<file path="src/rtl/tach_pulse_emulator.sv">
// Tachometer pulse transmitter: slew-limited motor speed model driving a
// single-channel phase-accumulator pulse train on the shared clk_en tick.
module tach_pulse_emulator #(
  parameter int TICK_HZ        = 10000,
  parameter int PULSES_PER_REV = 360,
  parameter int MAX_RPM        = 833,
  parameter int SLEW_RPM       = 10,
  parameter int SLEW_TICKS     = 100
) (
  input  logic        clk_in,
  input  logic        reset_n_in,
  input  logic        clk_en,
  input  logic        enable_in,
  input  logic        target_load_in,
  input  logic [9:0]  target_rpm_in,
  output logic        tach_pulse_out,
  output logic [9:0]  current_rpm_out,
  output logic        at_target_out,
  output logic [15:0] pulse_count_out,
  output logic [1:0]  state_out
);

  localparam logic [1:0] STOPPED  = 2'd0;
  localparam logic [1:0] RAMPING  = 2'd1;
  localparam logic [1:0] AT_SPEED = 2'd2;

  localparam int          SLEW_W     = (SLEW_TICKS > 1) ? $clog2(SLEW_TICKS) : 1;
  localparam logic [19:0] HALF       = 20'(30 * TICK_HZ);
  localparam logic [9:0]  MAX_RPM_V  = 10'(MAX_RPM);
  localparam logic [9:0]  SLEW_RPM_V = 10'(SLEW_RPM);
  localparam logic [SLEW_W-1:0] SLEW_LAST = SLEW_W'(SLEW_TICKS - 1);

  logic [9:0]        target_rpm;
  logic [9:0]        current_rpm;
  logic [9:0]        eff_target;
  logic [9:0]        rpm_diff;
  logic [9:0]        next_rpm;
  logic [SLEW_W-1:0] slew_cnt;
  logic [19:0]       acc;
  logic [19:0]       phase_inc;
  logic [19:0]       phase_sum;
  logic              tach;
  logic [15:0]       pulse_count;
  logic [1:0]        state;

  assign eff_target = enable_in ? target_rpm : 10'd0;
  assign phase_inc  = 20'(current_rpm) * 20'(PULSES_PER_REV);
  assign phase_sum  = acc + phase_inc;

  always_comb begin
    next_rpm = current_rpm;
    rpm_diff = 10'd0;
    if (current_rpm < eff_target) begin
      rpm_diff = eff_target - current_rpm;
      next_rpm = (rpm_diff > SLEW_RPM_V) ? current_rpm + SLEW_RPM_V : eff_target;
    end else if (current_rpm > eff_target) begin
      rpm_diff = current_rpm - eff_target;
      next_rpm = (rpm_diff > SLEW_RPM_V) ? current_rpm - SLEW_RPM_V : eff_target;
    end
  end

  always_ff @(posedge clk_in or negedge reset_n_in) begin
    if (!reset_n_in) begin
      target_rpm <= '0;
    end else if (target_load_in) begin
      target_rpm <= (target_rpm_in > MAX_RPM_V) ? MAX_RPM_V : target_rpm_in;
    end
  end

  // A load coinciding with a step lands after it, so the step sees the old target.
  always_ff @(posedge clk_in or negedge reset_n_in) begin
    if (!reset_n_in) begin
      slew_cnt    <= '0;
      current_rpm <= '0;
    end else if (clk_en) begin
      if (slew_cnt == SLEW_LAST) begin
        slew_cnt    <= '0;
        current_rpm <= next_rpm;
      end else begin
        slew_cnt <= slew_cnt + 1'b1;
      end
    end
  end

  // Increment never reaches HALF, so at most one toggle per tick.
  always_ff @(posedge clk_in or negedge reset_n_in) begin
    if (!reset_n_in) begin
      acc         <= '0;
      tach        <= 1'b0;
      pulse_count <= '0;
    end else if (clk_en) begin
      if (current_rpm == 10'd0) begin
        acc  <= '0;
        tach <= 1'b0;
      end else if (phase_sum >= HALF) begin
        acc  <= phase_sum - HALF;
        tach <= ~tach;
        if (!tach) begin
          pulse_count <= pulse_count + 16'd1;
        end
      end else begin
        acc <= phase_sum;
      end
    end
  end

  always_comb begin
    if (current_rpm != eff_target) begin
      state = RAMPING;
    end else if (current_rpm == 10'd0) begin
      state = STOPPED;
    end else begin
      state = AT_SPEED;
    end
  end

  assign tach_pulse_out  = tach;
  assign current_rpm_out = current_rpm;
  assign at_target_out   = (current_rpm == eff_target);
  assign pulse_count_out = pulse_count;
  assign state_out       = state;

endmodule
</file>
<file path="config.mk">
export PLATFORM = sky130hd
export DESIGN_NAME = tach_pulse_emulator
export DESIGN_NICKNAME = d
export VERILOG_FILES = /design/src/rtl/tach_pulse_emulator.sv
export SDC_FILE = /design/constraint.sdc
export NUM_CORES = 1
export LEC_CHECK = 0
export CORE_MARGIN = 5
export CORE_UTILIZATION = 50
export CTS_CLUSTER_SIZE = 28
export DETAILED_ROUTE_END_ITERATION = 8
export PLACE_DENSITY = 0.71
export SLEW_MARGIN = 10
export SYNTH_ARGS = -nofsm -noshare
export SYNTH_HDL_FRONTEND = slang
export SYNTH_SLANG_ARGS = --single-unit
</file>
<file path="constraint.sdc">
create_clock -name clk_in -period 7.5 [get_ports clk_in]
set_input_delay 0.75 -clock clk_in [delete_from_list [all_inputs] [get_ports clk_in]]
set_output_delay 0.75 -clock clk_in [all_outputs]
set_load 0.02 [all_outputs]
</file>
[Word-level counts from Yosys, hierarchy flattened]
Index checks and enable logic that the tools add are counted.
Cells by class
  reductions and logical operators: 6
  multipliers: 1
  equality and inequality tests: 3
  magnitude comparators: 6
  bitwise operators: 2
  muxes and demuxes: 13
  add/sub/neg operators: 8
Operators by type and width (number)
  $mux W10: 6
  $mux W20: 2
  $add A20 B19 Y20: 1
  $ge A20 B19 Y1 const B: 1
  $gt A10 B4 Y1 const B: 2
  $sub A10 B10 Y10: 2
  $sub A20 B19 Y20 const B: 1
  $add A16 B1 Y16 const B: 1
  $mul A10 B6 Y16 const B: 1
  $add A10 B4 Y10 const B: 1
  $eq A10 B10 Y1: 1
  $gt A10 B10 Y1: 1
  $gt A10 B10 Y1 const B: 1
  $logic_not A10 Y1: 1
  $lt A10 B10 Y1: 1
  $ne A10 B10 Y1: 1
  $sub A10 B4 Y10 const B: 1
  $add A7 B1 Y7 const B: 1
  $eq A7 B7 Y1 const B: 1
  $mux W7: 1
  $mux W2: 2
  $reduce_and A4 Y1: 1
  $reduce_bool A2 Y1: 2
  $reduce_and A3 Y1: 1
  3 further kinds: 5
Word-level totals
  bits of input ports: 15
  flip-flop bits (word level): 64
  output and inout port bits: 30

[Logic depth before layout (Yosys ltp)]
  word-level depth: 6
  gate-level depth with buffers: 29
  gate-level depth less buffers: 27

[Worst setup path before layout]
Ideal clock, no wire load.
  path kind: reg-to-reg
  start point: register current_rpm[4], in the netlist current_rpm_out[4]
  end point: register pulse_count[1], in the netlist pulse_count_out[1]
  setup slack: 1.731 ns
  arrival: 5.644 ns
  required time: 7.375 ns
  cell stages (with the launch flop): 27
  setup time: 0.125 ns
  clock period less this slack: 5.769 ns
  path buffers: 1
  cell sequence: dfrtp_1 ha_1 ha_1 inv_1 fa_1 inv_1 ha_1 inv_1 fa_1 nor2b_1 o21ai_0 a21boi_0 o21ai_0 a21boi_0 o21ai_0 a21boi_0 nor2_1 ha_1 a21oi_1 nor2b_1 a311oi_1 a211o_2 xnor2_4 a41o_1 buf_6 a21oi_1 mux2_2
Between the ends
  cells in the longest elaborated chain, start to end: 4
RTL lines
  start, declared: RTL line 34  | logic [9:0] current_rpm;
  start signal, assigned: RTL line 78  | current_rpm <= next_rpm;
  $mul A10 B6 Y16: RTL line 47  | assign phase_inc = 20'(current_rpm) * 20'(PULSES_PER_REV);
  $add A20 B19 Y20: RTL line 48  | assign phase_sum = acc + phase_inc;
  $ge A20 B19 Y1: RTL line 95  | end else if (phase_sum >= HALF) begin
  $reduce_and A4 Y1 (no source line) *
  end signal, assigned: RTL line 99  | pulse_count <= pulse_count + 16'd1;
  end, declared: RTL line 43  | logic [15:0] pulse_count;
Mark *: on every way between the ends. The rest lies on a longest branch, timed or not.
A chain may end at the register's enable or synchronous reset.

[Worst setup path after layout]
  start point: register current_rpm[4], in the netlist current_rpm_out[4]
  end point: register pulse_count[12], in the netlist pulse_count_out[12]
Same word-level chain as after synthesis.

==> run metrics <==
H-tree Lvls=3; most frequent cells in the layout=inv_1, ha_1, nand2_1, dfrtp_1, nor2_1; post-place instance area=approximately 7100 µm²; CTS Buffer Depth=2; Post-Synthesis Cells=783; WL/cell=between 15 and 20 µm; Slew @ Worst Pin=between 0.8 and 0.9 ns; Core Area=~13,000 µm²; Setup Skew=between 0.01 and 0.015 ns; CTS Buf Count=9; Starting Density=between 50% and 60%; Yosys top cell by area=dfrtp_1; count of final hold-check violations=0; # hold bufs at CTS=0; Slew Viols, Final=0; GP Congestion=0.904; fin area=between 7000 and 8000 µm²; Ant. Diodes=0; Most used DFF post-synth=dfrtp_1; quantity of gates resized following cts=0; number of port buffers=44; Rel. slew slack=39.6%; unrepaired setup endpoints after global routing=no; asr flop ratio synth=100%; Hold Crit Class=reg -> reg; DRC viols=0; synth warn=0; Cell variety after synth=84; CP Launch Type=register; Synth Register Bits=61; share of layout cells above drive strength 1=6.72%; largest net degree at the start of global routing=62; Post-DRT Antenna Nets=0; latest clock arrival within the worst-skew pair=0.34 ns; Clock transition at path regs=around 0.06 ns; Die Ht=125 µm; HPWL after DPL=approximately 13,000 µm; crit end category=register; via count=about 6k; Nets=approximately 920; die outline area=approximately 16,000 µm²; setup slack, reg-to-reg=~0.85 ns; Synth Cell Area=~6600 µm²; top post-synthesis cells by area=dfrtp_1, ha_1, inv_1, fa_1, xor2_1; Row Count=between 40 and 50; gr ovfl total=0; CTS Sinks=61; highest clock rate=150 MHz; gr usage total=21.4%; EDFF count, synth=0; top-area cell type share of the netlist area=a little under a quarter; WP data required=between 7 and 8 ns; Net Count, Synth=between 800 and 900; Setup CP Type=reg -> reg; Via density=about 6.1; Die W=125 µm; area delta synth->final=12.8%; sequential area share after synthesis=around 23%; first-pass detailed-route iteration total=5; vias in the first global route=around 5.7k; Ports=between 40 and 50; antenna violations before repair=0; Tcrit/Tclk final=88.6%; Max-Cap Viols=0; setup TNS=0 ns; routed wire length=between 15,000 and 20,000 µm; minimum clock period=about 6.6 ns; Avg Cell Area, Syn=between 8 and 9 µm²; commonest non-fill, non-tap cell in the layout=inv_1; Worst EP arrival=slightly below 7 ns; final setup vio count=0; worst-path maximum fanout=15; DRT iter0 DRCs=between 500 and 600; outcome=finished clean; CTS Root Cell=clkbuf_16; postcts setup bufs=0; CTS tree=built; first-pass GRT wire length=around 28,000 µm
cell type report:
cell class | count | area [µm²]
clock buffer | 9 | 225
fill | 1215 | 5660
timing repair buffer | 50 | 480
clock inverter | 7 | 51.3
sequential | 61 | 1530
tap | 176 | 220
inverter | 92 | 345
multi-input combinational | 599 | 4580
cell usage after synthesis (9+ instances only):
cell type and n:
fa_1 16, a211oi_1 11, a21oi_1 45, ha_1 71, nor3_1 17, o21ai_0 41, xnor2_1 21, nand4_1 19
dfrtp_1 61, xor2_1 28, nand2_1 61, nor2_1 47, clkbuf_1 21, o211ai_1 9, and3_1 10, inv_1 91
nand3_1 32
logic make-up after synthesis:
group / Yosys count / share of synthesized area [%]
AOI/OAI and AO/OA: 222 / 24.8
adders and majority gates: 87 / 18.4
buffers and inverters: 123 / 7.47
DFF: 61 / 23.2
xor gates and xnor gates: 51 / 7.18
and+or+nand+nor: 230 / 17.5
muxes: 9 / 1.46
final timing paths:
check,startpoint,to,cells past startpoint
max in group asynchronous,reset_n_in,current_rpm_out[6],2
min in group asynchronous,reset_n_in,pulse_count_out[5],2
hold / removal,pulse_count_out[10],pulse_count_out[10],1
setup / recovery,current_rpm_out[4],pulse_count_out[12],26
hold reg to reg,pulse_count_out[10],pulse_count_out[10],1
setup reg to reg,current_rpm_out[4],pulse_count_out[12],26
through the flow:
step / utilization (%) / hold WS, ns / std cells / setup slack, ns
global route: 56.8 / 0.520 / 994 / 0.296
finish: 56.8 / 0.489 / 994 / 0.852
global placement: 54.6 / 0.460 / 978 / 1.25
CTS: 56.8 / 0.490 / 994 / 0.900
detailed placement: 54.6 / 0.471 / 978 / 0.945
floorplan: - / 0.454 / 783 / 1.73
routing by layer:
layer  vias up  global-route usage, %  wire (µm)
met2       182                   34.4       7850
met1      2905                   30.5       7930
met3        26                   3.52        773
met4         0                   4.51        227
met5         -                      0          0
li1       2901                      -          -
flip-flops by register name, indices dropped and copies added (netlist names):
register / count
slew_cnt: 7
current_rpm_out: 10
pulse_count_out: 16
target_rpm: 10
tach_pulse_out: 1
acc: 17
critical path, cell delays in order, from the launching register on:
cell       delay (ns)
dfrtp_1          0.59
ha_1             0.35
ha_1             0.29
inv_1            0.05
fa_1             0.44
inv_1            0.07
ha_1             0.18
inv_1            0.06
fa_1             0.40
nor2b_1          0.13
o21ai_0          0.11
a21boi_0         0.26
o21ai_0          0.15
a21boi_0         0.24
o21ai_0          0.14
a21boi_0         0.32
nor2_1           0.10
ha_1             0.33
a21oi_1          0.23
nor2b_1          0.20
a311oi_1         0.07
a211o_2          0.39
xnor2_4          0.16
a41o_1           0.43
buf_4            0.30
a2111oi_2        0.42
xor2_1           0.17
Power is not shown: default switching activity piles up to over one toggle a cycle in this logic, so the estimate is an artifact.
==> variant: new RTL, same flow settings <==
Put a register stage on the outputs `at_target_out` and `state_out`, without a reset. The values now appear one clock later. The other outputs are not delayed to match.
--- a/src/rtl/tach_pulse_emulator.sv
+++ b/src/rtl/tach_pulse_emulator.sv
@@ -117,7 +117,9 @@
   assign tach_pulse_out  = tach;
   assign current_rpm_out = current_rpm;
-  assign at_target_out   = (current_rpm == eff_target);
   assign pulse_count_out = pulse_count;
-  assign state_out       = state;
+  always_ff @(posedge clk_in) begin
+    at_target_out <= (current_rpm == eff_target);
+    state_out     <= state;
+  end
 
 endmodule
Check against the original RTL: not equivalent (Yosys sat finds a counterexample within 4 cycles, from zero or initial values and one cycle with reset_n_in low).
==> variant against the unedited design <==
Sequential cell count rose by 3. Via count fell by 3.7%. Area after synthesis fell by 1.7%. Sequential share of layout area rose by 1.0 points. Die area fell by 1.6%. Cell area fell by 0.93%. Wire length fell by 2.2%. Worst setup slack improved by 0.0069 ns. Non-clock buffer count rose by 2. Fmax rose by 0.10%. Highest routed layer unchanged.
==> variant: results (changes against the unedited design) <==
status: finished clean (unchanged)
asr flop ratio synth: 95.3% (was 100%)
synth cell count leaders: inv_1, ha_1, nand2_1 (was inv_1, ha_1, dfrtp_1, nand2_1, nor2_1)
Syn Nets: 871 (was 885)
largest net degree at the start of global routing: 62 (unchanged)
# diodes: 0 (unchanged)
total CTS buffers: 9 (unchanged)
post-CTS resize count: 0 (unchanged)
met1 usage: 30.7% (was 30.5%)
first-pass GRT wire length: 27.7 mm (was 28.1 mm)
clk root buf: clkbuf_16 (unchanged)
critical path's largest stage delay: 0.60 ns
Fin Clk Skew: 0.00698 ns (was 0.0100 ns)
wire length on met1: 7.43 mm (was 7.93 mm)
vias in the first global route: 5686 (was 5703)
crit path max-delay cell type: dfrtp_1 (unchanged)
arrival time worst endpoint: 6.85 ns (was 6.91 ns)
Cell variety after synth: 79 (was 84)
Max Root-Sink Buffers: 2 (unchanged)
met2 wirelength from detailed routing: 7.76 mm (was 7.85 mm)
DRT iter0 DRCs: 421 (was 545)
Worst-path clk slew: 0.06 ns (about the same)
via-per-instance ratio: 5.90 (was 6.05)
hpwl dp: 12.6 mm (was 12.7 mm)
max_slew headroom: 35.5% (was 39.6%)
met2 usage: 36.1% (was 34.4%)
antenna violations before repair: 0 (unchanged)
Syn Area/Cell: 8.42 sq um (was 8.41 sq um)
max reg flops: 17 (unchanged)
Placed Cells: 966 (was 978)
GR Layer Usage met3: 3.86% (was 3.52%)
share of cells above drive strength 1: 6.79% (was 6.72%)
Post-layout nets: 907 (was 915)
pre-CTS setup slack: 0.884 ns (was 0.945 ns)
drt pass-1 iters: 4 (was 5)
drt wl/cell: 16.7 um (was 16.9 um)
routability cong.: 0.904 (about the same)
maximum fanout along the worst path: 24 (was 15)
register with the most flip-flops: acc (unchanged)
non-filler cells, final: 982 (was 994)
Yosys Warn Count: 0 (unchanged)
top layer in use: met4 (unchanged)
synth top area cells: dfrtp_1, ha_1, xnor2_1, inv_1, fa_1 (was dfrtp_1, ha_1, inv_1, fa_1, xor2_1)
GRT Resource Usage Total: 22.5% (was 21.4%)
Placed Area: 7060 sq um (was 7150 sq um)
Top Family by Delay on Critical Path: compound AO/OA/AOI/OAI gates (unchanged)
postcts setup bufs: 0 (unchanged)
sequential area share after synthesis: 24.5% (was 23.2%)
met3 wire length: 815 um (was 773 um)
number of port buffers: 44 (unchanged)
-- variant: changes by cell type after synthesis, sizes merged, moves of 7 or more --
cell | before | now
a2111oi | 10 | 1
a21oi | 47 | 54
xnor2 | 23 | 41
nor2 | 47 | 37
xor2 | 28 | 20
nand4 | 19 | 12
nand3 | 32 | 21
nand2 | 62 | 71
-- variant: cell families (layout without fill, tap and decap cells) --
logic type / count (synthesis) / after routing / synth area share (%)
AO/OA/AOI/OAI: 201 / 201 / 21.1
XOR/XNOR: 61 / 61 / 8.25
adder cells (fa/ha/maj): 87 / 87 / 18.7
buffers and inverters: 117 / 158 / 7.27
flip-flops: 64 / 64 / 24.5
multiplexers: 11 / 11 / 1.80
AND/OR/NAND/NOR: 228 / 228 / 18.4
-- variant: cell type report --
type | instances | area, sq um
fillers | 1170 | 5310
multi-input cells | 588 | 4420
flip-flops and latches | 64 | 1590
repair buffers | 52 | 495
inverters | 90 | 338
clock buffers | 11 | 243
well taps | 172 | 215
clock inverters | 5 | 56.3
-- variant: power by group --
| group | internal [W] | switching [W] |
|---|---|---|
| Clock | 0.000266 | 0.000159 |
| Combinational | 0.000557 | 0.000779 |
| Sequential | 0.000433 | 0.0000765 |
-- variant: final timing paths --
path | start | endpoint | slack, ns | cells past startpoint
setup reg to reg | current_rpm_out[3] | acc[7] | 0.86 | 25
setup / recovery | current_rpm_out[3] | acc[7] | 0.86 | 25
hold / removal | pulse_count_out[15] | pulse_count_out[15] | 0.47 | 1
max in group asynchronous | reset_n_in | target_rpm[8] | 6.37 | 2
min in group asynchronous | reset_n_in | acc[19] | 0.59 | 2
hold reg to reg | pulse_count_out[15] | pulse_count_out[15] | 0.47 | 1
